File: src/rtl/modem_pkg.sv
// modem_pkg: shared sample width and default decimation for the up/down converters
package modem_pkg;
  localparam int SAMPLE_W = 16;
  localparam int DECIM_LOG2_DEF = 3;
endpackage

File: src/rtl/down_conv_acc.sv
// down_conv_acc: one-channel integrate-and-dump accumulator; DOWN_CONV_ROUND_EN selects
// round-half-up instead of floor on the dumped mean
module down_conv_acc
  import modem_pkg::*;
#(
  parameter int L = DECIM_LOG2_DEF
) (
  input  logic                clk,
  input  logic                rst_n,
  input  logic                acc_i,
  input  logic                load_i,
  input  logic                dump_i,
  input  logic [SAMPLE_W-1:0] x_i,
  output logic [SAMPLE_W-1:0] y_o
);
  localparam int AW = SAMPLE_W + L;
`ifdef DOWN_CONV_ROUND_EN
  localparam logic signed [AW-1:0] HALF = AW'(2 ** (L - 1));
`else
  localparam logic signed [AW-1:0] HALF = '0;
`endif
  logic signed [AW-1:0] acc_q, acc_d, sum, rnd;
  logic [SAMPLE_W-1:0] y_q, y_d;
  // the first sample of a block loads directly, so there is no clear cycle between blocks
  always_comb begin
    sum   = (load_i ? '0 : acc_q) + AW'($signed(x_i));
    rnd   = sum + HALF;
    acc_d = acc_i ? sum : acc_q;
    y_d   = dump_i ? SAMPLE_W'(rnd >>> L) : y_q;
  end
  always_ff @(posedge clk or negedge rst_n) begin
    if (!rst_n) begin
      acc_q <= '0;
      y_q   <= '0;
    end else begin
      acc_q <= acc_d;
      y_q   <= y_d;
    end
  end
  assign y_o = y_q;
endmodule

File: src/rtl/down_conv.sv
// down_conv: I/Q integrate-and-dump decimator by 2**DECIM_LOG2 with valid/ready on both sides;
// define DOWN_CONV_ROUND_EN for round-half-up output instead of floor
module down_conv
  import modem_pkg::*;
#(
  parameter int DECIM_LOG2 = DECIM_LOG2_DEF
) (
  input  logic                clk,
  input  logic                rst_n,
  input  logic [SAMPLE_W-1:0] x_a_i,
  input  logic [SAMPLE_W-1:0] x_b_i,
  input  logic                x_valid_i,
  output logic                x_ready_o,
  output logic [SAMPLE_W-1:0] y_a_o,
  output logic [SAMPLE_W-1:0] y_b_o,
  output logic                y_valid_o,
  input  logic                y_ready_i
);
  logic [DECIM_LOG2-1:0] phase_q, phase_d;
  logic y_valid_q, y_valid_d, last, acc_x, dump;
  // only the block-closing sample waits for the previous result to drain
  always_comb begin
    last      = &phase_q;
    x_ready_o = !(last && y_valid_q && !y_ready_i);
    acc_x     = x_valid_i && x_ready_o;
    dump      = acc_x && last;
    phase_d   = acc_x ? phase_q + 1'b1 : phase_q;
    y_valid_d = dump ? 1'b1 : (y_ready_i ? 1'b0 : y_valid_q);
  end
  always_ff @(posedge clk or negedge rst_n) begin
    if (!rst_n) begin
      phase_q   <= '0;
      y_valid_q <= 1'b0;
    end else begin
      phase_q   <= phase_d;
      y_valid_q <= y_valid_d;
    end
  end
  assign y_valid_o = y_valid_q;
  down_conv_acc #(.L(DECIM_LOG2)) u_acc_a (
    .clk(clk), .rst_n(rst_n), .acc_i(acc_x), .load_i(phase_q == '0), .dump_i(dump),
    .x_i(x_a_i), .y_o(y_a_o)
  );
  down_conv_acc #(.L(DECIM_LOG2)) u_acc_b (
    .clk(clk), .rst_n(rst_n), .acc_i(acc_x), .load_i(phase_q == '0), .dump_i(dump),
    .x_i(x_b_i), .y_o(y_b_o)
  );
endmodule

File: config.mk
export PLATFORM = sky130hd
export DESIGN_NAME = down_conv
export DESIGN_NICKNAME = d
export VERILOG_FILES = /design/src/rtl/modem_pkg.sv /design/src/rtl/down_conv_acc.sv /design/src/rtl/down_conv.sv
export SDC_FILE = /design/constraint.sdc
export NUM_CORES = 1
export LEC_CHECK = 0
export ABC_AREA = 1
export CORE_MARGIN = 2
export CORE_UTILIZATION = 23
export CTS_BUF_LIST = sky130_fd_sc_hd__clkbuf_8
export CTS_CLUSTER_SIZE = 12
export DETAILED_ROUTE_END_ITERATION = 10
export PLACE_DENSITY_LB_ADDON = 0.08
export SYNTH_ARGS = -nofsm -noshare
export SYNTH_HDL_FRONTEND = slang
export SYNTH_HIERARCHICAL = 1
export SYNTH_SLANG_ARGS = --single-unit
File: constraint.sdc
create_clock -name clk -period 5.1 [get_ports clk]
set_input_delay 0.51 -clock clk [delete_from_list [all_inputs] [get_ports clk]]
set_output_delay 0.51 -clock clk [all_outputs]
set_load 0.01 [all_outputs]
==> results.yml, run 1 <==
cts:
  cts_buffers: 9
  htreeDepth: 3
  clkSinkCount: 74
  cts-root-buf: "clkbuf_8"
  clk_pin_slew_worst_paths_ps: 90
  cts_setup_buffers: 0
  clockBufferDepth: 2
  insertion_delay_ps: 380
  cts_tree: "built"
power:
  p_per_area_mw_per_mm2: 603
  ir_drop_uv: 163
  power.leakage_nw: 3.38
synth:
  yosys_warnings: 6
  synth_area_mm2: 0.00525
  avgSynthCellArea_um2: 6.89
  postSynth.asyncResetShare_pct: 100
  ys_top_cells_by_area: "dfrtp_1 (35%), nand2_1 (18%), ha_1 (9.3%), inv_1 (7.3%), nand3_1 (6.0%)"
  ys_types: 29
  synth_top_cell_by_area: "dfrtp_1"
  synth_top_area_share_pct: 35.3
  synth_edf_count: 0
  ys_ff_latch: 74
  postSynthNetCount: 839
  synth.most_common_cell: "nand2_1"
  synth_common_cells: "nand2_1 (257), inv_1 (102), dfrtp_1 (74)"
  syn-instance-count: 762
  seq_area_frac_synth_pct: 35.3
  synth_flop_cell: "dfrtp_1"
grt:
  grt_overflow: 0
  grtUsageTotal_pct: 13.6
  grt_pass1_wl_mm: 25.7
  grt_max_degree: 57
  grt_pass1_vias: 4942
  grt_antenna_before_repair: 0
cells_and_area:
  drive_above_1_share_pct: 5.14
  stdcell_area_mm2: 0.00645
  seq_area_mm2: 0.00185
  final_util_pct: 28.7
  nFillCells: 2531
  areaGrowthSynthToFinish_pct: 22.9
  diodes: 0
  final_nets: 908
  multi_input_area_mm2: 0.00292
place:
  gp_congestion: 0.775
  hpwlAfterDp_mm: 11.5
  portBuffers: 69
  placed_cell_area_mm2: 0.00624
setup_path:
  ff2ff_path_depth: 15
  crit_buf_inv: 4
  end_kind: "register"
  cp_slowest_cell: "nor2_2"
  reg2reg_slack_ps: 1850
  regToRegStartpoint: "phase_q[0]$_DFFE_PN0P_"
  critPathTopFamily: "simple AND/OR/NAND/NOR gates"
  cp.required_ps: 5360
  path_class: "register to register"
  critPathMaxFanout: 19
  crit_path_start_kind: "register"
  crit_arrival_ps: 3510
  cpPeakStageDelay_ps: 680
  r2r-end: "u_acc_a/y_o[12]$_DFFE_PN0P_"
  worstPathCellList: "inv_1, ha_1, inv_1, nor2_2, buf_4, nor2_1, ha_1, nand2_1, inv_1, nand2_1, nand3_1, a21oi_1, nand3b_1, nand3_1, nand2_1"
route:
  num_vias: 4767
  wire_per_inst_um: 13.8
  dr.first_iter.drc_count: 204
  vias_per_cell: 4.25
  drc: 0
  wl_mm: 15.5
  route.antenna.remaining_nets: 0
  drt-pass1-iter-count: 5
run_status:
  status: "complete, no violations"
sta:
  hold_viol_final: 0
  setup_tns_ps: 0
  slew_violations: 0
  fin_hold_ws_ps: 480
  fmax_mhz: 308
  grt_setup_unrepaired: "false"
  fin_crit_ps: 3250
  post-route-period-util_pct: 63.7
  setup_viol: 0
  finalClockSkew_ps: 15.7
  maxSlewHeadroom_pct: 39.4
  worst_slew_pin_slew_ps: 908
flow_run:
  max_cap_viol_count: 0
floorplanning:
  core_mm2: 0.0225
  pin_count: 70
  dieArea_mm2: 0.0241
  row_count: 55
  die_h_um: 155
  start_util_pct: 23.3
  die_w_um: 155
min_path:
  hold_end: "u_acc_a/acc_q[15]$_DFFE_PN0P_"
  hp-class: "register to register"
  min_from: "u_acc_a/acc_q[15]$_DFFE_PN0P_"
  whs_path_depth: 2
==> worst max path at each step <==
stage | startpoint | to | slack (ps) | cells past startpoint
finish | phase_q[0]$_DFFE_PN0P_ | u_acc_a/y_o[12]$_DFFE_PN0P_ | 1850 | 15
global route | phase_q[0]$_DFFE_PN0P_ | u_acc_b/y_o[15]$_DFFE_PN0P_ | 1450 | 17
CTS | phase_q[0]$_DFFE_PN0P_ | u_acc_b/acc_q[18]$_DFFE_PN0P_ | 1780 | 17
detailed placement | x_valid_i | u_acc_a/acc_q[2]$_DFFE_PN0P_ | 1760 | 7
global placement | phase_q[0]$_DFFE_PN0P_ | u_acc_a/y_o[12]$_DFFE_PN0P_ | 1790 | 15
floorplan | phase_q[0]$_DFFE_PN0P_ | u_acc_a/y_o[9]$_DFFE_PN0P_ | 2560 | 20
==> per-layer routing <==
metal,up-vias,GRT usage (%),share of wire (%)
met3,10,2.45,2.6
met2,65,23.1,48
met4,0,3.44,1.0
li1,2532,-,-
met5,-,0,0
met1,2160,17.9,49
==> cell type report <==
cell class	instances	share of cell area, %
sequential	74	28.7
timing repair buffer	74	11.3
multi-input combinational	568	45.3
inverter	104	6.05
tap	285	5.53
clock inverter	5	0.834
clock buffer	11	2.35
==> registers in the layout, summed over array words and instances, names as in the netlist <==
| name | flops |
|---|---|
| u_acc_b/y_o | 16 |
| u_acc_a/acc_q | 19 |
| u_acc_b/acc_q | 19 |
| u_acc_a/y_o | 16 |
| phase_q | 3 |
| y_valid_o | 1 |
==> per-stage QoR <==
stage	setup slack, ps	total power, mW	instances
2_1_floorplan	2560	2.68	762
3_3_place_gp	1790	3.44	1104
3_5_place_dp	1760	3.43	1104
4_1_cts	1780	3.97	1121
5_1_grt	1450	4.37	1121
6_report	1850	3.89	1121
==> layout by cell type, fill, tap and decap left out <==
cell,count
nor3_1,4
nand3_2,4
nand3_1,63
o21ai_0,38
xnor2_1,4
nand2_1,257
nand2_2,11
nor2_1,71
clkinv_2,1
nor2_2,5
clkinvlp_4,2
fa_1,2
o21ai_1,2
dfrtp_1,74
a21oi_1,31
nand2_4,1
dlygate4sd3_1,1
and2_1,4
clkdlybuf4s50_1,68
bufinv_16,1
a21oi_2,1
nand3b_1,24
ha_1,39
xor2_1,6
clkinv_1,2
clkbuf_8,11
nand3_4,1
buf_4,5
inv_1,103
==> worst register-to-register path, cell delays in order, from the launching register on <==
cell and delay [ps]:
dfrtp_1 400, inv_1 90, ha_1 140, inv_1 40, nor2_2 680, buf_4 420
nor2_1 110, ha_1 340, nand2_1 120, inv_1 60, nand2_1 80, nand3_1 100
a21oi_1 250, nand3b_1 140, nand3_1 100, nand2_1 60
==> cells by family (layout without fill, tap and decap cells) <==
logic type	after synthesis	after routing	share of synthesized area, %
buf+inv	120	194	9.15
xor+xnor	10	10	1.67
simple gates	445	445	36.9
compound gates	72	72	6.94
fa+ha+maj	41	41	10.1
flops	74	74	35.3
==> what timing repair did <==
| item | CTS | global route |
|---|---|---|
| endpoints found under the hold margin | 16 | 0 |
| setup endpoints to repair | 0 | 0 |
| resized for setup | 0 | 0 |
| hold buffers | 1 | 0 |
==> report_power, final <==
part	internal [mW]	switching, mW
combinational	0.954	1.42
sequential	0.869	0.141
clock	0.250	0.251
(Power assumes the default switching activity.)
==> run 2, diff against run 1 <==
- clock period: 5.1 -> 2.9 ns (I/O delays scaled with it)
==> run 2 against run 1 <==
Sequential share of layout area decreased by 0.38 points. Die area unchanged. Worst hold slack improved by 5.7 ps. Maximum frequency up 25%. Combinational power is 79% higher. Total power grew 78%. Setup slack got worse by 1600 ps. Utilization rose by 0.38 points. Wire length increased by 2.1%. Non-clock buffer count grew 8. Sequential power increased by 76%. Clock skew fell by 6.9 ps. Largest cell class unchanged. Largest power group unchanged.
==> results.yml, run 2 (synthesis gave the netlist of run 1 again) <==
run_status:
  status: "complete, no violations"
setup_path:
  crit_path_start_kind: "register"
  cpPeakStageDelay_ps: 370
  cp.required_ps: 3170
  critPathMaxFanout: 18
  end_kind: "register"
  worstPathCellList: "inv_1, ha_1, inv_1, nor2_2, buf_12, nor2_1, ha_2, inv_1, fa_1, inv_1, nand3_1, nand3_1, nand2_1, nand2_2, nand2_1, nand2_1, nand2_1, nand3_1, nand2_1"
  path_class: "register to register"
  crit_arrival_ps: 2880
  cpMostUsedCell: "nand2_1"
  cp_slowest_cell: "dfrtp_1"
  ff2ff_path_depth: 19
min_path:
  whs_path_depth: 2
  hp-class: "register to register"
grt:
  grt_pass1_wl_mm: 25.8
  grt_pass1_vias: 4919
  grt_max_degree: 49
  grtUsageTotal_pct: 13.9
  grt_antenna_before_repair: 0
  grt_overflow: 0
cells_and_area:
  nFillCells: 2490
  final_util_pct: 29.1
  drive_above_1_share_pct: 6.05
  areaGrowthSynthToFinish_pct: 24.5
  final_nets: 916
  seq_area_mm2: 0.00185
  multi_input_area_mm2: 0.00292
  final_cell_mix: "nand2_1 (257), inv_1 (103), dfrtp_1 (74), nor2_1 (71), clkdlybuf4s50_1 (68)"
  stdcell_count: 1128
  diodes: 0
  reg_top3: "u_acc_a/acc_q: 19 flops, u_acc_b/acc_q: 19 flops"
  final_common_cell: "nand2_1"
power:
  ir_drop_uv: 339
  p_per_area_mw_per_mm2: 1060
  power.leakage_nw: 3.43
place:
  hpwlAfterDp_mm: 12.0
  dp.cells: 1112
  portBuffers: 69
  gp_congestion: 0.789
cts:
  clkSinkCount: 74
  clockBufferDepth: 2
  htreeDepth: 3
  insertion_delay_ps: 370
  cts_tree: "built"
  cts-root-buf: "clkbuf_8"
  clk_pin_slew_worst_paths_ps: 80
  cts_buffers: 9
route:
  wire_per_inst_um: 14.0
  vias_per_cell: 4.25
  route.antenna.remaining_nets: 0
  wl_mm: 15.8
  dr.first_iter.drc_count: 173
  num_vias: 4789
  drt-pass1-iter-count: 6
  drc: 0
floorplanning:
  row_count: 55
  start_util_pct: 23.3
  pin_count: 70
  die_h_um: 155
  dieArea_mm2: 0.0241
  die_w_um: 155
  core_mm2: 0.0225
sta:
  setup_tns_ps: 0
  maxSlewHeadroom_pct: 47.8
  slew_violations: 0
  fin_hold_ws_ps: 486
  grt_setup_unrepaired: "false"
  fin_crit_ps: 2610
  post-route-period-util_pct: 89.8
  finalClockSkew_ps: 8.83
  fmax_mhz: 384
  hold_viol_final: 0
  worst_slew_pin_slew_ps: 782
  setup_viol: 0
flow_run:
  max_cap_viol_count: 0
run 2: metal layers:
layer	vias to the layer above	track usage, %	share of wire, %
met5	-	0	0
li1	2556	-	-
met4	0	3.44	0.98
met1	2158	17.4	47
met3	10	2.53	3.0
met2	65	24.6	49
run 2: critical path, delay by kind of cell, from the launching register on:
| kind | cells | cell delay (ps) |
|---|---|---|
| simple gates | 11 | 890 |
| fa+ha+maj | 3 | 770 |
| buf+inv | 5 | 480 |
| flops | 1 | 370 |
run 2: final cells by class:
cell class                      instances  share of cell area (%)
Timing Repair Buffer                   82                    12.4
Sequential cell                        74                    28.3
Clock buffer                           12                    2.53
Clock inverter                          3                   0.593
Multi-Input combinational cell        568                    44.7
Inverter                              104                    5.97
Tap cell                              285                    5.45
run 2: final timing paths:
kind                                                    start                       endpoint  slack, ps
worst max-delay path                   phase_q[0]$_DFFE_PN0P_  u_acc_b/acc_q[16]$_DFFE_PN0P_        290
worst min-delay path            u_acc_b/acc_q[17]$_DFFE_PN0P_  u_acc_b/acc_q[17]$_DFFE_PN0P_        490
worst max register to register         phase_q[0]$_DFFE_PN0P_  u_acc_b/acc_q[16]$_DFFE_PN0P_        290
worst min register to register  u_acc_b/acc_q[17]$_DFFE_PN0P_  u_acc_b/acc_q[17]$_DFFE_PN0P_        490
max in group asynchronous                               rst_n    u_acc_a/y_o[13]$_DFFE_PN0P_       1710
min in group asynchronous                               rst_n     u_acc_b/y_o[0]$_DFFE_PN0P_        500
run 2: repair_timing:
action,CTS,global route
hold buffers,1,0
gates resized for setup,0,1
endpoints found under the setup margin,0,4
hold endpoints to repair,46,0
setup buffers,0,0
run 2: stage by stage:
| stage | area (um2) | worst slack (ps) | total power, mW |
|---|---|---|---|
| 6_report | 6540 | 295 | 6.94 |
| 5_1_grt | 6540 | 7.60 | 7.74 |
| 4_1_cts | 6540 | 228 | 7.07 |
| 3_5_place_dp | 6320 | 233 | 6.12 |
| 3_3_place_gp | 6320 | 224 | 6.15 |
| 2_1_floorplan | 5250 | 364 | 4.71 |
run 2: where the power goes:
| group | leakage (nW) | switching (mW) | total, mW | internal, mW |
|---|---|---|---|---|
| sequential | 0.914 | 0.251 | 1.78 | 1.53 |
| clock | 0.110 | 0.425 | 0.885 | 0.460 |
| combinational | 2.41 | 2.54 | 4.27 | 1.74 |
| total | 3.43 | 3.21 | 6.94 | 3.72 |
==> run 3, diff against run 2 <==
- ABC_CLOCK_PERIOD_IN_PS: unset -> 2900
==> results of run 3 <==
No change in the layout: final DEF, timing and power equal those of run 2.
==> RTL change 1: new RTL, config.mk and constraints of run 3 <==
Set the package constant `DECIM_LOG2_DEF` to 4 (it was 3).
--- a/src/rtl/modem_pkg.sv
+++ b/src/rtl/modem_pkg.sv
@@ -1,6 +1,6 @@
 // modem_pkg: shared sample width and default decimation for the up/down converters
 package modem_pkg;
   localparam int SAMPLE_W = 16;
-  localparam int DECIM_LOG2_DEF = 3;
+  localparam int DECIM_LOG2_DEF = 4;
 endpackage
 
Behaviour: not the same (a bounded check fails within 10 cycles, from zero or initial values and one cycle with rst_n low).
==> RTL change 1 against run 3 <==
Setup slack worse by 0.11 ns. Critical endpoint is now u_acc_a/y_o[9]$_DFFE_PN0P_. Total power is 10% higher. Non-clock buffer count up 13. Area after synthesis rose by 7.9%. Die area increased by 7.7%. Sequential cell count is 3 higher. Routed wire length up 12%. Final area increased by 10%. Critical path type unchanged. Largest cell class unchanged.
==> RTL change 1: results <==
power:
  ir_drop_uv: 336
  leakage_uw: 0.00374
setup_path:
  path_max_fanout: 7
  crit_arrival_ns: 2.98
  r2r_cells: 15
  r2r_setup_slack_ns: 0.19
  r2r-end: "u_acc_a/y_o[9]$_DFFE_PN0P_"
  crit_start: "phase_q[0]$_DFFE_PN0P_"
  critical_path.max_stage_delay_ns: 0.41
detailed_routing:
  detail_route.vias_per_cell: 4.23
  first_pass_iters: 5
  drt_iter0_markers: 232
  wl_met2_um: 8930
  wl_met1_um: 8090
  routed_wl_um: 17600
  routed-wl-met3_um: 449
  top_layer: "met4"
final_layout:
  reg_top3: "u_acc_a/acc_q: 20 flops, u_acc_b/acc_q: 20 flops"
  nNetsFinal: 1003
  final_layout_size_suffix_gt1_share_pct: 10.3
  antenna_cells: 0
  fillers: 2755
clock_network:
  cts_root_buf: "clkbuf_8"
  clk_path_buf_depth: 2
  ctsHoldBuffers: 1
  clk_pin_slew_worst_paths_ns: 0.09
  postCtsSetupRepairBufs: 0
  cts_made_buffers: 9
  clk_latency_ns: 0.37
yosys:
  yosys_warnings: 6
  synth_seq_area_share_pct: 34.0
  yosys-top-cells-area: "dfrtp_1 (34%), nand2_1 (19%), ha_1 (8.8%)"
  async_flop_share_pct: 100
  yosysMostFrequentCell: "nand2_1"
  synth_common_cells: "nand2_1 (292), inv_1 (111), nor2_1 (81)"
  synth_fp_nets: 916
placed_design:
  port-buffer-count: 69
  gp_congestion: 0.837
  dp_hpwl_um: 13600
sta:
  fin_worst_skew_ns: 0.0100
  setup_viol: 0
  relSlewSlack_pct: 52.8
  holdWs_ns: 0.482
global_route:
  met2_usage_pct: 25.7
  grt_use_met3_pct: 2.25
  met1_usage_pct: 17.5
  antenna_found_initial: 0
  grt_usage_pct: 14.1
  first_global_vias: 5473
  grt_first_pass_wirelength_um: 28600
  grt_max_degree: 50
worst_hold_path:
  hp-start: "u_acc_b/acc_q[15]$_DFFE_PN0P_"
  hold_path_end: "u_acc_b/acc_q[15]$_DFFE_PN0P_"
outcome:
  status: "finished clean"
==> RTL change 1: cell types whose count changed in the layout (fill, tap and decap cells not counted), sizes merged, moves of 5 or more <==
cell,before,now
buf,13,26
nand3,68,75
nand4,0,5
nor2,76,89
nand2,269,303
inv,103,115
==> RTL change 1: cell type report <==
class	instances	area [um2]	share of cell area, %
Clock buffer	10	138	1.91
Sequential cell	77	1930	26.7
Timing Repair Buffer	95	906	12.6
Clock inverter	6	109	1.51
Inverter	114	428	5.93
Multi-Input combinational cell	628	3300	45.8
Tap cell	324	405	5.62
==> RTL change 1: cells by family (layout without fill, tap and decap cells) <==
logic type	count (synthesis)	in the layout	share of synthesized area (%)
flops	77	77	34.0
buf+inv	133	225	9.32
compound gates	70	70	6.43
simple gates	503	503	38.7
xor+xnor	13	13	2.01
fa+ha+maj	42	42	9.54
==> RTL change 1: power breakdown <==
| group | switching (uW) | leakage, uW | internal [uW] |
|---|---|---|---|
| Sequential | 258 | 0.000981 | 1530 |
| Combinational | 2850 | 0.00263 | 1930 |
| Clock | 469 | 0.000127 | 596 |
| Total | 3570 | 0.00374 | 4060 |
==> RTL change 1: metrics by stage <==
step,cell area (um2),utilization [%],setup slack [ns],std cells
5_1_grt,7210,29.8,0.00671,1254
2_1_floorplan,5670,-,0.0124,838
3_3_place_gp,6820,28.1,0.147,1230
6_report,7210,29.8,0.187,1254
3_5_place_dp,6820,28.1,0.127,1230
4_1_cts,7070,29.2,0.0927,1247
==> RTL change 1: worst max-delay path, delay by kind of cell (launching register included) <==
family,cells,cell delay (ns)
buffers and inverters,4,0.49
AO/OA/AOI/OAI,1,0.21
flip-flops,1,0.41
adder cells (fa/ha/maj),2,0.53
AND/OR/NAND/NOR,8,0.94
==> RTL change 2: new RTL, config.mk and constraints of run 3 <==
Without the edit above. Reset style: synchronous (`rst_n`), changed in 2 clocked blocks.
--- a/src/rtl/down_conv_acc.sv
+++ b/src/rtl/down_conv_acc.sv
@@ -28,7 +28,7 @@
     acc_d = acc_i ? sum : acc_q;
     y_d   = dump_i ? SAMPLE_W'(rnd >>> L) : y_q;
   end
-  always_ff @(posedge clk or negedge rst_n) begin
+  always_ff @(posedge clk) begin
     if (!rst_n) begin
       acc_q <= '0;
       y_q   <= '0;
--- a/src/rtl/down_conv.sv
+++ b/src/rtl/down_conv.sv
@@ -27,7 +27,7 @@
     phase_d   = acc_x ? phase_q + 1'b1 : phase_q;
     y_valid_d = dump ? 1'b1 : (y_ready_i ? 1'b0 : y_valid_q);
   end
-  always_ff @(posedge clk or negedge rst_n) begin
+  always_ff @(posedge clk) begin
     if (!rst_n) begin
       phase_q   <= '0;
       y_valid_q <= 1'b0;
Check against the original RTL: not equivalent (a bounded check fails within 10 cycles, from zero or initial values and one cycle with rst_n low; the reset may be asserted at any time).
==> RTL change 2 against run 3 <==
Setup slack gained 0.024 ns. Area after synthesis grew 2.8%. Final area is 2.1% higher. Non-clock buffer count unchanged. First-iteration DRC count grew 41%. Sequential cell count is the same. Clock skew barely moved. Routed wire length is 1.4% higher.
Power is not compared: it rests on default switching activity, and its combinational part moved more than twofold at a synthesized area within 25%.
==> RTL change 2: results <==
setup_path:
  path_max_fanout: 5
  slowest_stage: "fa_1"
  r2r-start: "phase_q[0]$_SDFFE_PN0P_"
  critical_path.max_stage_delay_ns: 0.40
yosys:
  synth_top_cell_by_area: "dfxtp_1"
  synth_flop_cell: "dfxtp_1"
  synth_common_cells: "nand2_1 (203), inv_1 (189), nor2_1 (141)"
  yosys.area.top_type_share_pct: 27.4
  synth_adder_area_share_pct: 9.78
  yosys-top-cells-area: "dfxtp_1 (27%), nand2_1 (14%), inv_1 (13%)"
  synth_fp_nets: 975
  synth-compound-area-share_pct: 9.76
  synth_cell_types: 26
sta:
  fin_worst_skew_ns: 0.00883
  relSlewSlack_pct: 44.7
outcome:
  status: "finished clean"
global_route:
  first_global_vias: 5181
  grt_first_pass_wirelength_um: 26200
detailed_routing:
  post_drt_wl_per_cell_um: 12.4
  drt_iter0_markers: 244
  first_pass_iters: 4
final_layout:
  nNetsFinal: 1046
  fillers: 2713
  final_layout_size_suffix_gt1_share_pct: 5.15
placed_design:
  dp_hpwl_um: 12200
-- RTL change 2: cell count changes after synthesis, sizes merged, moves of 9 or more --
cell   change
inv       +88
dfrtp     -74
dfxtp     +74
nor2      +70
nand2     -59
a21oi     +39
o21ai      -9
-- RTL change 2: tightest hold or removal path, delay by kind of cell, from the launching register on --
kind | cells | cell delay [ns]
flops | 1 | 0.30
buf+inv | 1 | 0.06
compound gates | 1 | 0.06
-- RTL change 2: kinds of logic (layout without fill, tap and decap cells) --
group | after synthesis | after routing
AND/OR/NAND/NOR | 456 | 456
buffers and inverters | 212 | 285
AO/OA/AOI/OAI | 103 | 103
flip-flops | 74 | 74
adder cells (fa/ha/maj) | 41 | 41
XOR/XNOR | 12 | 12
-- RTL change 2: what timing repair did --
| action | in CTS | in global routing |
|---|---|---|
| endpoints found under the hold margin | 0 | 0 |
| setup endpoints to repair | 0 | 8 |
| setup buffers | 0 | 0 |
| resized for setup | 0 | 4 |
-- RTL change 2: cell type report --
cell class	count	share of cell area, %
Clock inverter	2	0.112
Inverter	190	10.7
Sequential cell	74	22.2
Tap cell	319	5.98
Timing Repair Buffer	82	12.2
Multi-Input combinational cell	612	46.6
Clock buffer	11	2.27
-- RTL change 2: worst paths after layout --
| check | endpoint | slack (ns) | cells past startpoint |
|---|---|---|---|
| hold / removal | u_acc_b/acc_q[0]$_SDFFE_PN0P_ | 0.47 | 2 |
| setup / recovery | u_acc_b/y_o[9]$_SDFFE_PN0P_ | 0.32 | 19 |
| hold reg to reg | u_acc_b/acc_q[0]$_SDFFE_PN0P_ | 0.47 | 2 |
| setup reg to reg | u_acc_b/y_o[9]$_SDFFE_PN0P_ | 0.32 | 19 |
-- RTL change 2: where the power goes --
group / switching (uW) / leakage [uW] / internal, uW
combinational: 518 / 0.00290 / 315
sequential: 17.5 / 0.000607 / 1070
clock: 409 / 0.0000897 / 338
-- RTL change 2: metal layers --
metal | GRT usage (%) | part of all wire [%]
met3 | 2.31 | 2.6
met5 | 0 | 0
met1 | 16.4 | 47
met4 | 3.46 | 1.2
met2 | 24.8 | 49
-- RTL change 2: per-stage QoR --
| step | area [um2] | hold WS (ns) | std cells | worst slack [ns] |
|---|---|---|---|---|
| detailed placement | 6510 | 0.456 | 1277 | 0.204 |
| CTS | 6670 | 0.469 | 1290 | 0.193 |
| floorplan | 5400 | 0.388 | 898 | 0.322 |
| global placement | 6510 | 0.449 | 1277 | 0.187 |
| global route | 6670 | 0.498 | 1290 | 0.0286 |
| finish | 6670 | 0.467 | 1290 | 0.319 |
